File: config.mk
export PLATFORM = sky130hd
export DESIGN_NAME = ibex_rf_wr_arbiter
export DESIGN_NICKNAME = d
export VERILOG_FILES = /design/src/rtl/ibex_rf_wr_arbiter.sv
export SDC_FILE = /design/constraint.sdc
export NUM_CORES = 1
export LEC_CHECK = 0
export ABC_AREA = 1
export CORE_MARGIN = 2
export CORE_UTILIZATION = 40
export DETAILED_ROUTE_END_ITERATION = 10
export PLACE_DENSITY = 0.7
export REMOVE_ABC_BUFFERS = 1
export SLEW_MARGIN = 25
export SYNTH_ARGS = -nofsm -noshare
export SYNTH_HDL_FRONTEND = slang
export SYNTH_SLANG_ARGS = --single-unit
File: constraint.sdc
create_clock -name clk_i -period 3 [get_ports clk_i]
set_clock_uncertainty 0.05 [all_clocks]
set_input_delay 0.6 -clock clk_i [delete_from_list [all_inputs] [get_ports clk_i]]
set_output_delay 0.6 -clock clk_i [all_outputs]
set_load 0.03 [all_outputs]
File: src/rtl/ibex_rf_wr_arbiter.sv
// Register-file write-port arbiter between EX results and LSU load data.
// Latency: LSU and an uncontested EX write reach the RF in the same cycle.
// A deferred EX write waits in an in-order queue and drains when the port is free.
// Backpressure: LSU is never stalled. ex_ready_o drops only while the EX queue is full.
// Ports:
//   clk_i, rst_i                         clock, synchronous active-high reset
//   ex_valid_i/ex_ready_o/ex_waddr_i/ex_wdata_i     EX write request handshake
//   lsu_valid_i/lsu_waddr_i/lsu_wdata_i  LSU load writeback (no back-pressure)
//   rf_we_o/rf_waddr_o/rf_wdata_o        register-file write port
//   raddr_a_i/raddr_b_i -> hazard_a_o/hazard_b_o   ID reads vs. queued EX entries
//   pending_cnt_o, conflict_o            queue occupancy, EX-deferred pulse
module ibex_rf_wr_arbiter #(
   parameter int Depth     = 2,
   parameter int DataWidth = 32
) (
   input  logic                 clk_i,
   input  logic                 rst_i,
   input  logic                 ex_valid_i,
   output logic                 ex_ready_o,
   input  logic [4:0]           ex_waddr_i,
   input  logic [DataWidth-1:0] ex_wdata_i,
   input  logic                 lsu_valid_i,
   input  logic [4:0]           lsu_waddr_i,
   input  logic [DataWidth-1:0] lsu_wdata_i,
   output logic                 rf_we_o,
   output logic [4:0]           rf_waddr_o,
   output logic [DataWidth-1:0] rf_wdata_o,
   input  logic [4:0]           raddr_a_i,
   input  logic [4:0]           raddr_b_i,
   output logic                 hazard_a_o,
   output logic                 hazard_b_o,
   output logic [2:0]           pending_cnt_o,
   output logic                 conflict_o
);

   localparam int PtrW = (Depth > 1) ? $clog2(Depth) : 1;

   // Queue storage; q_vld marks live entries so the hazard check needs no
   // pointer arithmetic.
   logic [4:0]           q_addr [Depth];
   logic [DataWidth-1:0] q_data [Depth];
   logic [Depth-1:0]     q_vld;
   logic [PtrW-1:0]      wr_ptr;
   logic [PtrW-1:0]      rd_ptr;
   logic [2:0]           cnt;

   logic lsu_win;
   logic q_nonempty;
   logic ex_acc_nz;
   logic pop;
   logic bypass;
   logic push;
   logic hit_a;
   logic hit_b;

   function automatic logic [PtrW-1:0] ptr_inc(input logic [PtrW-1:0] p);
      return (p == PtrW'(Depth - 1)) ? '0 : p + PtrW'(1);
   endfunction

   // A full queue refuses EX even when its head pops this cycle.
   assign ex_ready_o = !rst_i && (cnt < 3'(Depth));

   // A write to x0 is accepted and then dropped.
   assign ex_acc_nz  = ex_valid_i && ex_ready_o && (ex_waddr_i != 5'd0);
   // An LSU write to x0 leaves the port free.
   assign lsu_win    = !rst_i && lsu_valid_i && (lsu_waddr_i != 5'd0);
   assign q_nonempty = (cnt != 3'd0);
   assign pop        = !rst_i && !lsu_win && q_nonempty;
   // Bypass is allowed only when the queue is empty, which keeps EX in order.
   assign bypass     = !lsu_win && !q_nonempty && ex_acc_nz;
   assign push       = ex_acc_nz && !bypass;
   assign conflict_o = push;

   assign pending_cnt_o = rst_i ? 3'd0 : cnt;

   always_comb begin
      rf_we_o    = 1'b0;
      rf_waddr_o = '0;
      rf_wdata_o = '0;
      if (lsu_win) begin
         rf_we_o    = 1'b1;
         rf_waddr_o = lsu_waddr_i;
         rf_wdata_o = lsu_wdata_i;
      end else if (pop) begin
         rf_we_o    = 1'b1;
         rf_waddr_o = q_addr[rd_ptr];
         rf_wdata_o = q_data[rd_ptr];
      end else if (bypass) begin
         rf_we_o    = 1'b1;
         rf_waddr_o = ex_waddr_i;
         rf_wdata_o = ex_wdata_i;
      end
   end

   // The hazard check uses registered entries only. The head being popped
   // still flags, and the bypass path never flags.
   always_comb begin
      hit_a = 1'b0;
      hit_b = 1'b0;
      for (int i = 0; i < Depth; i++) begin
         if (q_vld[i] && (q_addr[i] == raddr_a_i)) hit_a = 1'b1;
         if (q_vld[i] && (q_addr[i] == raddr_b_i)) hit_b = 1'b1;
      end
   end

   assign hazard_a_o = !rst_i && (raddr_a_i != 5'd0) && hit_a;
   assign hazard_b_o = !rst_i && (raddr_b_i != 5'd0) && hit_b;

   // Push and pop never target the same slot in one cycle.
   // The queue is either empty, so no pop happens, or full, so no push happens.
   always_ff @(posedge clk_i) begin
      if (rst_i) begin
         cnt    <= 3'd0;
         wr_ptr <= '0;
         rd_ptr <= '0;
         q_vld  <= '0;
      end else begin
         if (push) begin
            q_vld[wr_ptr] <= 1'b1;
            wr_ptr        <= ptr_inc(wr_ptr);
         end
         if (pop) begin
            q_vld[rd_ptr] <= 1'b0;
            rd_ptr        <= ptr_inc(rd_ptr);
         end
         if (push && !pop) begin
            cnt <= cnt + 3'd1;
         end else if (pop && !push) begin
            cnt <= cnt - 3'd1;
         end
      end
   end

   always_ff @(posedge clk_i) begin
      if (push) begin
         q_addr[wr_ptr] <= ex_waddr_i;
         q_data[wr_ptr] <= ex_wdata_i;
      end
   end

endmodule
Yosys cells after proc, flatten, opt, wreduce, memory -nomap -nowiden
Memories as Yosys holds them, arrays and structs flattened. A register that Yosys moved wholly into a read port is not among the register bits.
Index checks and enable logic that the tools add are counted.
{ "word_totals": {"mem_bits_rw": 74, "mem_count": 2, "word_cells": 87, "inputBits": 88, "rom_bits": 0, "regBits": 7, "latchBits": 0} }
{ "op_classes": {"n_div": 0, "eq_ne": 4, "magnitude_cmp": 5, "mul": 0, "n_mux": 31, "n_addsub": 4, "shift": 0, "n_reduce_logical": 34, "n_bitwise": 3} }
{ "memory_table": {"columns": ["memory", "words", "width", "rd", "rd_clocked_by_memory_dff", "wr", "line_no", "rtl"], "rows": [
  ["q_data", 2, 32, 1, 1, 1, "41", "logic [DataWidth-1:0] q_data [Depth];"],
  ["q_addr", 2, 5, 3, 1, 1, "40", "logic [4:0] q_addr [Depth];"]
]} }
{ "op_table": {"columns": ["cell", "count"], "rows": [
  ["two-way mux 32 bit", 3],
  ["logical AND 1 bit", 22],
  ["equality test 5 bit", 4],
  ["nonzero test 5 bit", 4],
  ["two-way mux 1 bit", 17],
  ["two-way mux 5 bit", 3],
  ["two-way mux 3 bit", 3],
  ["logical NOT 1 bit", 6],
  ["two-way mux 2 bit", 3],
  ["less-than comparator 1 x 2 -> 1 bit (second input constant)", 2],
  ["adder 3 x 1 -> 3 bit (second input constant)", 1],
  ["less-than comparator 3 x 2 -> 1 bit (second input constant)", 1],
  ["nonzero test 3 bit", 1],
  ["subtractor 3 x 1 -> 3 bit (second input constant)", 1],
  ["adder 1 bit (second input constant)", 2],
  ["AND 2 bit", 1],
  ["demux 1 bit (select 1 bit)", 2],
  [">= comparator 1 bit (second input constant)", 2],
  ["NOT 2 bit", 1],
  ["OR 2 bit", 1],
  ["nonzero test 2 bit", 1]
]} }

Longest topological paths before layout
{ "logic_depth": {"ltp_word": 12, "ltp_mapped": 14, "mapped_depth_nobuf": 13} }

Worst setup path before layout
OpenSTA, ideal clock, no wires.
{ "synth_path": {"kind": "input-to-reg", "startpoint": "in rst_i", "endpoint": "reg cnt[2]", "path_slack_ps": 413, "cell_stages": 13, "setup_ps": 122, "required_ps": 2828, "path_buffers": 1, "t_arrival_ps": 2415, "cell_sequence": "inv_2 > nand3_2 > nor2_8 > buf_4 > nand2_1 > inv_1 > ha_1 > inv_1 > fa_1 > a21oi_1 > o21ai_0 > o21ai_0 > a21oi_1"} }
{ "synth_between": {"elab_chain_len": 11} }
{ "synth_lines": {"columns": ["element", "line_no", "rtl"], "rows": [
  ["start: declaration", "17", "input logic rst_i,"],
  ["logical NOT 1 bit *", "61, 66", null],
  ["logical AND 1 bit (2 in a row)", "66", "assign lsu_win = !rst_i && lsu_valid_i && (lsu_waddr_i != 5'd0);"],
  ["logical NOT 1 bit", "70", "assign bypass = !lsu_win && !q_nonempty && ex_acc_nz;"],
  ["logical AND 1 bit (2 in a row)", "70", null],
  ["logical NOT 1 bit", "71", "assign push = ex_acc_nz && !bypass;"],
  ["logical AND 1 bit *", "71", null],
  ["net conflict_o", "33", "output logic conflict_o"],
  ["logical NOT 1 bit", "128", "end else if (pop && !push) begin"],
  ["logical AND 1 bit", "128", null],
  ["nonzero test 2 bit (no line)", null, null],
  ["end signal: assignment", "127", "cnt <= cnt + 3'd1;"],
  ["end signal: assignment", "129", "cnt <= cnt - 3'd1;"],
  ["end: declaration", "45", "logic [2:0] cnt;"]
]} }
Mark *: on every way through the listed nets, which the timed path passes. The rest lies on a longest branch.
A chain may end at the register's enable or synchronous reset.

Worst setup path in the final report
{ "layout_path": {"startpoint": "in rst_i", "endpoint": "out rf_wdata_o[30]"} }
{ "layout_between": {"elab_chain_len": 9} }
{ "layout_lines": {"columns": ["element", "line_no", "rtl"], "rows": [
  ["logical NOT 1 bit *", "61, 66, 68", null],
  ["logical AND 1 bit (2 in a row)", "66", null],
  ["logical NOT 1 bit", "68, 70", null],
  ["logical AND 1 bit (2 in a row)", "70", null],
  ["two-way mux 32 bit", "88", "end else if (bypass) begin"],
  ["two-way mux 32 bit", "84", "end else if (pop) begin"],
  ["two-way mux 32 bit *", "80", "if (lsu_win) begin"],
  ["end: declaration", "27", "output logic [DataWidth-1:0] rf_wdata_o,"]
]} }
Every way passes the cells marked *; elsewhere a longest branch is shown, timed or not.

==> impl_metrics.py <==
metrics = {
    "drt": {
        "route.antenna.remaining_nets": 0,
        "drc": 0,
        "drt-wirelength-per-cell_um": 15.5,
        "wl_um": 11200,
        "detail_route.first_pass.iterations": 5,
        "num_vias": 3765,
        "post_drt_via_cell_ratio": 5.21,
        "detailedRoute.firstIterationViolations": 270,
    },
    "pwr": {
        "power_leakage_nw": 2.35,
        "power-per-cell-area_nw_per_um2": 695,
        "design_power_total_w": 0.00422,
        "worst_ir_drop_vdd_v": 0.000309,
    },
    "sta": {
        "worst-slew-pin-transition_ps": 486,
        "timing_hold_violations_final": 0,
        "report.final.setup_viol": 0,
        "grt_setup_unrepaired": "false",
        "timing_max_transition_violations_final": 0,
        "max_freq_mhz": 351,
        "setup_total_negative_slack_ps": 0,
        "final_period_minus_worst_setup_slack_ps": 2850,
        "slew_headroom_pct": 67.6,
        "period_share_pct": 95.1,
    },
    "global_routing": {
        "grt_start_max_net_pins": 38,
        "grt_pass1_wl_um": 17500,
        "grt.total_usage_pct": 19.2,
        "grt_overflow": 0,
        "initial_antenna_violation_count": 0,
        "first_global_vias": 3606,
    },
    "cts": {
        "htree_levels": 3,
        "clk_latency_ps": 360,
        "cts_tree": "yes",
        "cts_hold_repair.buffers": 0,
        "clock_tree.root_cell": "clkbuf_8",
        "numCtsBuffers": 9,
        "clkSlewWorstSetupHoldPaths_ps": 90,
        "post_cts_buffers": 0,
        "clock-sinks": 82,
        "clk_path_buf_depth": 2,
    },
    "flow_run": {
        "drv.max_cap_violation_count": 0,
    },
    "layout": {
        "layout.cells.most_common": "clkdlybuf4s50_1",
        "leading_cell_types_in_the_layout_fill_and_taps_excluded": "91 x clkdlybuf4s50_1, 86 x nand3_1, 74 x edfxtp_1",
        "insertedDiodeCount": 0,
        "layout.cells.non_filler": 722,
        "filler_cells_inserted": 979,
        "final_cell_area_um2": 6070,
        "fraction_of_final_layout_cells_sized_beyond_drive_strength_1_pct": 19.8,
        "final_net_count": 667,
        "postLayoutCoreUtil_pct": 56.5,
        "synthToLayoutAreaGrowth_pct": 38.7,
    },
    "worst_setup_path": {
        "critical_path.max_stage_delay_ps": 460,
        "timing.critical_path.cells": "clkdlybuf4s50_1, inv_2, nand3_2, nor2_8, buf_4, nand4_1, nand3_1, buf_4",
        "crit_slowest_cell": "clkdlybuf4s50_1",
        "critPathLaunchType": "primary input",
        "worst-endpoint-arrival_ps": 2200,
        "cp_max_fo": 22,
        "critical_path.endpoint_type": "output port",
        "critical_path.most_common_cell": "buf_4",
        "worst-endpoint-required_ps": 2350,
        "beginning_of_the_worst_register_to_register_path": "cnt[1]$_SDFFE_PP0P_",
        "ff2ff_path_depth": 12,
        "rr_endpoint": "cnt[2]$_SDFFE_PP0P_",
        "crit_type": "in2out",
        "r2r_slack_ps": 840,
    },
    "synth": {
        "netlist-cell-type-count": 26,
        "cell_area_synth_um2": 4380,
        "synth.largest_area_cell": "edfxtp_1",
        "area_share_of_the_largest_cell_type_after_synthesis_pct": 50.7,
        "ys_seq_area_share_pct": 54.4,
        "synth.top_cells.by_area": "edfxtp_1 51%, nand3_1 9.8%, mux2_2 8.2%",
        "postSynthRegisterBits": 82,
        "synthesis.area_per_instance_um2": 9.89,
        "synth.yosys.warnings": 0,
        "postSynthCellCount": 443,
    },
    "floorplan": {
        "num_rows": 38,
        "floorplan.die.width_um": 109,
        "initial_utilization_pct": 40.8,
        "die_height_um": 109,
        "core-area_um2": 10700,
        "dieArea_um2": 11800,
        "design.portCount": 133,
    },
    "placed_design": {
        "placed_cell_area_um2": 5850,
        "place_inst": 705,
        "gpl.final_weighted_congestion": 0.945,
        "place.port_buffers": 132,
        "hpwl_um": 7850,
    },
    "worst_hold_path": {
        "min_path_type": "reg2reg",
        "whs_path_depth": 2,
        "min-delay-start": "rd_ptr$_SDFFE_PP0P_",
    },
    "run_status": {
        "run_status": "complete, no violations",
    },
}
-- cell type report --
class | count | area [µm²] | area share, %
Sequential cell | 82 | 2380 | 39.3
Multi-Input combinational cell | 299 | 1710 | 28.2
Timing Repair Buffer | 151 | 1490 | 24.5
Tap cell | 140 | 175 | 2.88
Inverter | 34 | 130 | 2.14
Clock buffer | 10 | 128 | 2.10
Clock inverter | 6 | 57.6 | 0.948
-- metal layers --
layer  GRT usage [%]  up-vias  wire [µm]
met3            3.83       35        699
met4            8.06        0        282
met1            24.0     1722       4820
met2            32.3      153       5380
li1                -     1855          -
met5               0        -          0
-- state kept, by name (all words and copies together), names as in the netlist, named ones only --
name and cells:
cnt 3, wr_ptr 1, q_addr 10, q_data 64, q_vld 2, rd_ptr 1
-- where the power goes --
group | total (W) | leakage, nW | switching (W) | internal, W
clock | 0.000762 | 0.0974 | 0.000383 | 0.000379
sequential | 0.00147 | 0.736 | 0.0000897 | 0.00138
combinational | 0.00199 | 1.52 | 0.00119 | 0.000800
-- cell usage after synthesis --
master,instances
dfxtp_1,8
buf_1,1
inv_2,2
nor3_4,1
clkbuf_1,1
ha_1,1
xor2_1,4
nand3_1,86
nor3_1,4
and3_1,1
nand4_1,38
nor2_2,1
o21ai_0,18
nor2_8,1
fa_1,1
buf_6,3
mux2_2,32
buf_4,5
nand2_4,1
edfxtp_1,74
inv_1,32
nor2_1,26
nand2_1,71
buf_2,18
nand3_2,1
a21oi_1,12
-- worst max-delay path by stage --
stage                                   start                   to  slack (ps)  depth (start not counted)
after detailed placement         raddr_b_i[1]           hazard_b_o         0.6                          8
after global routing           lsu_waddr_i[3]       rf_wdata_o[19]          20                          9
after floorplan           cnt[1]$_SDFFE_PP0P_  cnt[1]$_SDFFE_PP0P_        -240                          8
final                                   rst_i       rf_wdata_o[30]         150                          8
after CTS                        raddr_a_i[1]           hazard_a_o           4                          8
after global placement           raddr_b_i[3]           hazard_b_o           2                          8
-- stage by stage --
step	setup WS, ps	hold slack [ps]
finish	147	448
global route	17.2	468
CTS	3.74	447
detailed placement	0.565	436
global placement	2.28	416
floorplan	-244	381
-- cells by family (layout without fill, tap and decap cells) --
group                    count (synthesis)  in the layout  synth area share, %
AND/OR/NAND/NOR                        231            231                 25.6
flip-flops                              82             82                 54.4
buffers and inverters                   62            201                 6.77
multiplexers                            32             32                 8.23
XOR/XNOR                                 4              4                0.800
AO/OA/AOI/OAI                           30             30                 3.43
adder cells (fa/ha/maj)                  2              2                0.743
-- timing repair --
action | 4_1_cts | 5_1_grt
pin swaps | 0 | 1
gates cloned | 0 | 1
resized for setup | 2 | 3
endpoints found under the setup margin | 4 | 17
-- critical path: cells and delay by family --
| family | cells | cell delay [ps] |
|---|---|---|
| buf+inv | 4 | 1040 |
| simple gates | 4 | 540 |
No activity file was read; power rests on OpenSTA's default activity.
==> RTL edit, RTL diff (config.mk and constraints unchanged) <==
Make the reset (`rst_i`) asynchronous in one clocked block. Comments in the files are not updated.
--- a/src/rtl/ibex_rf_wr_arbiter.sv
+++ b/src/rtl/ibex_rf_wr_arbiter.sv
@@ -109,5 +109,5 @@
    // Push and pop never target the same slot in one cycle.
    // The queue is either empty, so no pop happens, or full, so no push happens.
-   always_ff @(posedge clk_i) begin
+   always_ff @(posedge clk_i or posedge rst_i) begin
       if (rst_i) begin
          cnt    <= 3'd0;
Formal check against the unedited RTL: no difference found for any inputs over 4 cycles, from zero or initial values and one cycle with rst_i high; that may be too few to reach the edited logic, so the function may still have changed.
==> RTL edit against the unedited design <==
Global-route usage increased by 2.0 points. Critical endpoint is now rf_wdata_o[28]. Worst hold slack improved by 0.051 ns. Power shrank 9.9%. Largest power group unchanged. Register-to-register slack got worse by 0.26 ns. Clock power up 8.8%. Wire length increased by 7.8%. Sequential cell count decreased by 1. Area after synthesis is 0.51% lower. Final area shrank 0.27%. Setup slack better by 0.0050 ns. Combinational power is 21% lower. Final cell count rose by 8.7%. Sequential share of layout area grew 0.35 points. Count of clock-buffer cells in the layout is 1 lower.
==> RTL edit: results (changes against the unedited design) <==
status:
  status: "finished, final reports clean"  # unchanged
route:
  drt_iter0_markers: 265  # was 270
  wl_met2_um: 6040  # was 5380 um
  postRouteWirelength_um: 12100  # was 11200 um
  vias: 3990  # was 3765
  m1WireLength_um: 5240  # was 4820 um
power:
  p_leak_uw: 0.00253  # was 0.00235 uW
  irDropWorstVdd_uv: 316  # was 309 uV
cells_and_area:
  nNonClkInverters: 35  # was 34
  multi_input_cells: 357  # was 299
  drive_above_1_share: 0.146  # was 0.198
  seq_cells: 81  # was 82
  nFillCells: 998  # was 979
  multi_input_area_share: 0.278  # was 0.282
  num-nets-final: 730  # was 667
  nNonClkBuffers: 156  # was 151
  bufAreaShareNonClock: 0.241  # was 0.245
  seq_share: 0.396  # was 0.393
  clk_share: 0.0343  # was 0.0305
global_route:
  grt_use_met1: 0.264  # was 0.240
  grt_pass1_vias: 3848  # was 3606
  grt_start_max_net_pins: 44  # was 38
  use_met3: 0.0410  # was 0.0383
  gr-usage-all-layers: 0.212  # was 0.192
  grt_util_met2: 0.372  # was 0.323
placement:
  gp_congestion: 0.893  # was 0.945
  detailed_place_hpwl_um: 8820  # was 7850 um
  place_area_sq_um: 5850  # about the same
  dp_slack_ns: 0.0616  # was 0.000565 ns
synth:
  synth_seq_area_share: 0.550  # was 0.544
  synth.area.top_cells: "edfxtp_1, nand2_1, nand3_1"  # was edfxtp_1, nand3_1, mux2_2
  synthDistinctLibCells: 25  # was 26
  synth_area_per_cell_sq_um: 8.64  # was 9.89 sq um
  ys.flop_type: "edfxtp_1"  # unchanged
worst_setup_path:
  r2r_cells: 9  # was 12
  rrSetupSlack_ns: 0.58  # was 0.84 ns
  critPathCapture: "rf_wdata_o[28]"  # was rf_wdata_o[30]
  reg2reg_to: "cnt[2]"  # unchanged
  worstReg2RegStart: "cnt[0]"  # was cnt[1]
  cp_slowest_stage_delay_ns: 0.48  # was 0.46 ns
clock_network:
  cts.repair.resized: 0  # was 2
sta:
  post-route-period-util: 0.949  # was 0.951
  worst_pin_slew_ns: 0.599  # was 0.486 ns
min_path:
  min_from: "wr_ptr"  # was rd_ptr
[RTL edit: cell types whose count changed in the layout (fill, tap and decap cells not counted), moves of 6 or more]
cell	delta
a21oi_1	-6
buf_4	+11
dfrtp_1	+6
dfxtp_1	-7
mux2_2	-32
nand2_1	+88
nor2_1	+9
[RTL edit: per-stage QoR]
| stage | instances | hold slack, ns | utilization |
|---|---|---|---|
| finish | 785 | 0.499 | 0.564 |
| global route | 785 | 0.538 | 0.564 |
| CTS | 785 | 0.498 | 0.564 |
| detailed placement | 769 | 0.479 | 0.544 |
| global placement | 769 | 0.452 | 0.544 |
| floorplan | 473 | 0.327 | - |
[RTL edit: logic make-up after synthesis]
family	synth area share
AOI/OAI and AO/OA	0.0281
buffers and inverters	0.0681
adders and majority gates	0.00747
xor gates and xnor gates	0.0121
DFF	0.550
and+or+nand+nor	0.334
[RTL edit: where the power goes]
group          switching [uW]  leakage (uW)  internal (uW)
sequential               75.1      0.000752           1330
clock                     428      0.000108            402
combinational             982       0.00167            583
